`src/rtl/block_lut_arbiter.sv`:
```
// 64x1 lookup table with one registered read port shared round-robin between NREQ lanes.
// Define LUT_AUTOCLEAR_EN to zero the table after every reset (busy high during the sweep).
module block_lut_arbiter #(
  parameter int NREQ = 4,
  parameter int AW   = 6
) (
  input  logic               clk,
  input  logic               rst,
  input  logic [NREQ-1:0]    req,
  input  logic [NREQ*AW-1:0] idx,
  output logic [NREQ-1:0]    gnt,
  output logic [NREQ-1:0]    rvalid,
  output logic               R,
  input  logic               cfg_we,
  input  logic [AW-1:0]      cfg_addr,
  input  logic               cfg_data,
  output logic               busy
);

  localparam int DEPTH = 2**AW;
  localparam int PW    = (NREQ > 1) ? $clog2(NREQ) : 1;

  logic            block [DEPTH];
  logic [PW-1:0]   ptr;
  logic [PW-1:0]   gnt_idx;
  logic [PW-1:0]   lane;
  logic            hit;
  logic            arb_en;
  logic            grant;
  logic [AW-1:0]   sel_idx;
  logic            mem_we;
  logic [AW-1:0]   mem_wa;
  logic            mem_wd;

`ifdef LUT_AUTOCLEAR_EN
  typedef enum logic {CLEAR, SERVE} state_t;

  state_t        state;
  logic [AW-1:0] clr_addr;

  // busy is the registered decode of the state, so it doubles as the state probe.
  always_ff @(posedge clk or posedge rst) begin
    if (rst) begin
      state    <= CLEAR;
      clr_addr <= '0;
      busy     <= 1'b1;
    end else begin
      case (state)
        CLEAR: begin
          clr_addr <= clr_addr + 1'b1;
          if (clr_addr == AW'(DEPTH-1)) begin
            state <= SERVE;
            busy  <= 1'b0;
          end
        end
        SERVE: begin
          state <= SERVE;
        end
        default: begin
          state <= SERVE;
          busy  <= 1'b0;
        end
      endcase
    end
  end

  assign mem_we = ~rst & (busy | cfg_we);
  assign mem_wa = busy ? clr_addr : cfg_addr;
  assign mem_wd = busy ? 1'b0 : cfg_data;
`else
  assign busy   = 1'b0;
  assign mem_we = ~rst & cfg_we;
  assign mem_wa = cfg_addr;
  assign mem_wd = cfg_data;
`endif

  // Table storage is deliberately outside the reset domain.
  always_ff @(posedge clk) begin
    if (mem_we) block[mem_wa] <= mem_wd;
  end

  // Handshake: req is held until gnt; gnt is same-cycle, and the read completes
  // on the following cycle with rvalid one-hot on the granted lane and data on R.
  assign arb_en = ~rst & ~busy & ~cfg_we;

  always_comb begin
    hit     = 1'b0;
    gnt_idx = ptr;
    lane    = '0;
    for (int i = 1; i <= NREQ; i++) begin
      lane = PW'((int'(ptr) + i) % NREQ);
      if (!hit && req[lane]) begin
        hit     = 1'b1;
        gnt_idx = lane;
      end
    end
  end

  assign grant = arb_en & hit;

  always_comb begin
    gnt     = '0;
    sel_idx = '0;
    for (int k = 0; k < NREQ; k++) begin
      if (gnt_idx == PW'(k)) begin
        gnt[k]  = grant;
        sel_idx = idx[AW*k +: AW];
      end
    end
  end

  always_ff @(posedge clk or posedge rst) begin
    if (rst) begin
      rvalid <= '0;
      R      <= 1'b0;
      ptr    <= PW'(NREQ-1);
    end else begin
      rvalid <= gnt;
      if (grant) begin
        R   <= block[sel_idx];
        ptr <= gnt_idx;
      end
    end
  end

endmodule

```
`config.mk`:
```
export PLATFORM = sky130hd
export DESIGN_NAME = block_lut_arbiter
export DESIGN_NICKNAME = d
export VERILOG_FILES = /design/src/rtl/block_lut_arbiter.sv
export SDC_FILE = /design/constraint.sdc
export NUM_CORES = 1
export LEC_CHECK = 0
export CAP_MARGIN = 10
export CORE_ASPECT_RATIO = 2
export CORE_UTILIZATION = 35
export CTS_CLUSTER_SIZE = 28
export DETAILED_ROUTE_END_ITERATION = 12
export SYNTH_ARGS = -nofsm -noshare
export SYNTH_HDL_FRONTEND = slang
export SYNTH_SLANG_ARGS = --single-unit
```
`constraint.sdc`:
```
create_clock -name clk -period 3.9 [get_ports clk]
set_input_delay 0.585 -clock clk [delete_from_list [all_inputs] [get_ports clk]]
set_output_delay 0.585 -clock clk [all_outputs]
set_load 0.01 [all_outputs]
```
==> results by group <==
Detailed routing
  • Number of vias in the routed layout: 2626
  • DR iter-0 viols: 113
  • Number of detailed-route iterations in the first pass: 4
  • DRT antenna net count: 0
  • Post-detailed-route wirelength per cell: 18.2 µm
  • Detailed Route WL: 9.15 mm
  • Post-detailed-route DRC marker count: 0
  • Via/cell ratio: 5.22

Yosys
  • Sequential-to-total area share from yosys stat: 56.8%
  • Post-synthesis area per instance: 11.8 µm²
  • Number of storage elements in the synthesis netlist: 71
  • Post-synthesis net count: 350
  • Post-synthesis cell type count: 53
  • Number of instances in the synthesized netlist: 312
  • Cell area after synthesis: 3690 µm²
  • Number of warnings issued by yosys: 0

Final layout
  • Area growth from synthesis to final layout: 26.6%
  • Final Net Count: 401
  • Final Core Density: 45.8%
  • Fraction of layout cells with a size suffix above 1: 12.5%
  • Number of diodes: 0
  • Post-route design area: 4680 µm²
  • Most common library cell in the layout ignoring fill and taps: nor2_1
  • Most frequent cells in the layout: nor2_1 (73), edfxtp_1 (64), clkdlybuf4s50_1 (46)

Setup path
  • Kind of end point of the critical path: output port
  • Type of origin of the critical path: input pin
  • Highest fanout seen on the critical path: 8
  • Required time of the worst setup path: 3310 ps
  • Type of the setup path with the least slack: input pin to output port
  • Worst path arrival time: 3040 ps
  • Worst setup path startpoint: req[1]
  • Startpoint of the worst-slack reg-to-reg timing path: ptr[0]

Min path
  • Worst Hold Class: flop to flop
  • Launch instance of the worst min-delay path: ptr[0]

Timing
  • Upper clock frequency limit: 276 MHz
  • Max-slew violation count: 0
  • Share of the cycle needed by the critical path after routing: 92.9%
  • Min Hold Slack: 542 ps
  • Final period demand of the worst path: 3620 ps
  • Unrepaired setup endpoints after global routing: false
  • Transition at the pin with the smallest max-transition slack: 557 ps
  • Relative slew slack: 61.8%
  • Final hold violation count: 0
  • Final WS setup: 277 ps
  • Setup violators final: 0
  • Final sum of negative setup slack: 0 ps
  • Max Clock Skew: 4.16 ps

Clock tree
  • Inserted Clock Buffers: 9
  • Number of levels the H-tree was split into: 3
  • Buffers inserted during post-CTS setup optimization: 0
  • Clock latency of the later-clocked register in the worst-skew pair: 330 ps
  • Cell at the root of the clock tree: clkbuf_16
  • Clock transition time at the flip-flop clock pins of the worst setup and hold paths: 50 ps
  • Post-cts repair resize count: 0
  • Total clock sinks: 71
  • Post-cts hold buffer count: 0
  • Clock Tree Buf Depth: 2
  • CTS tree: built

Die
  • Die Width: 74.7 µm
  • Ports: 48
  • Initial core utilization: 36.2%
  • Row cnt: 52
  • Overall die area: 11000 µm²
  • Height of the die: 147 µm
  • Core Box Area: 10200 µm²

Pwr
  • Leakage power: 0.00162 µW
  • Peak VDD IR: 0.257 mV
  • Power density over the cells: 570 nW/µm²

Run status
  • Status: finished clean

Placed design
  • Final estimated routing congestion in global placement: 0.795
  • Post-DP HPWL: 6.89 mm
  • Post-place instance area: 4320 µm²
  • Port buffer count: 46
  • Post-Place Setup Slack: 140 ps

Global routing
  • Antenna violations before repair: 0
  • Overflow left after global routing: 0
  • Largest net degree at the start of global routing: 65
  • Wire length of the first global-routing pass: 13.6 mm
  • Vias in the first global route: 2701
  • Total global routing track utilization: 17.9%

Run
  • Count of max-cap constraint violations: 0
## per-stage QoR
step,total power (µW),std cells
global route,2780,503
finish,2670,503
floorplan,1470,312
global placement,1710,487
detailed placement,1710,487
CTS,2680,503
## state kept, by name, summed over array words and instances, names as in the netlist
register	count
rvalid	4
ptr	2
block	64
R	1
## synth_stat cells (all sizes together)
master	count	area (µm²)
nor2	73	274
a21oi	6	30.0
o211ai	2	20.0
or2b	1	7.51
nand3	9	50.1
mux2	13	150
a21boi	1	7.51
nor3b	3	22.5
or3b	2	17.5
nor3	4	31.3
a221o	3	30.0
conb	1	3.75
a21o	2	15.0
buf	8	57.6
nand3b	4	30.0
and3	1	6.26
dfstp	2	52.6
o221ai	3	26.3
nand2b	3	18.8
o31a	1	8.76
nand2	12	45.0
and3b	1	8.76
a31oi	2	12.5
mux2i	42	437
nand4	1	6.26
a211o	2	17.5
nor2b	3	18.8
clkbuf	6	22.5
edfxtp	64	1920
a32oi	4	35.0
dfrtp	5	125
a2bb2oi	1	8.76
or3	2	12.5
o22ai	2	18.8
o21a	2	15.0
o22a	1	8.76
a311o	1	10.0
o32a	1	10.0
and2	2	12.5
o21ai	2	10.0
and2b	1	7.51
a211oi	6	45.0
inv	7	26.3
## worst paths after layout
path,end,slack (ps),cells after the start
worst max-delay path,gnt[1],280,8
worst min-delay path,ptr[0],540,2
worst max register to register,R,810,10
worst min register to register,ptr[0],540,2
max in group asynchronous,ptr[1],3000,2
min in group asynchronous,rvalid[1],610,2
## worst max-delay path, cell delays in order
cell and delay [ps]:
clkdlybuf4s50_1 620, nand2b_1 140, a31oi_1 370, and2_1 310, buf_4 200, nand2_1 100, nor2_1 170, clkdlybuf4s50_1 560
## cell type report
| type | count | area, µm² |
|---|---|---|
| inverters | 7 | 26.3 |
| multi-input cells | 220 | 1490 |
| flip-flops and latches | 71 | 2100 |
| well taps | 135 | 169 |
| fillers | 966 | 5540 |
| clock buffers | 9 | 225 |
| clock inverters | 7 | 135 |
| repair buffers | 54 | 533 |
## power by group
group	internal (µW)	switching, µW
Combinational	393	430
Sequential	851	20.3
Clock	684	291
## routing by layer
metal / share of wire, % / routed length, µm / track usage, % / vias to the layer above
met5: 0 / 0 / 0 / -
met4: 5.6 / 511 / 12.7 / 0
met3: 4.2 / 388 / 4.60 / 36
met2: 58 / 5330 / 34.2 / 77
met1: 32 / 2920 / 14.3 / 1257
li1: - / - / - / 1256
## logic make-up after synthesis
kind of cell	after synthesis	synth area share [%]
buf+inv	21	2.88
simple gates	122	15.4
other cells	1	0.101
flops	71	56.8
compound gates	42	8.91
mux	55	15.9
Note: power is estimated with default switching activity, not from simulation.
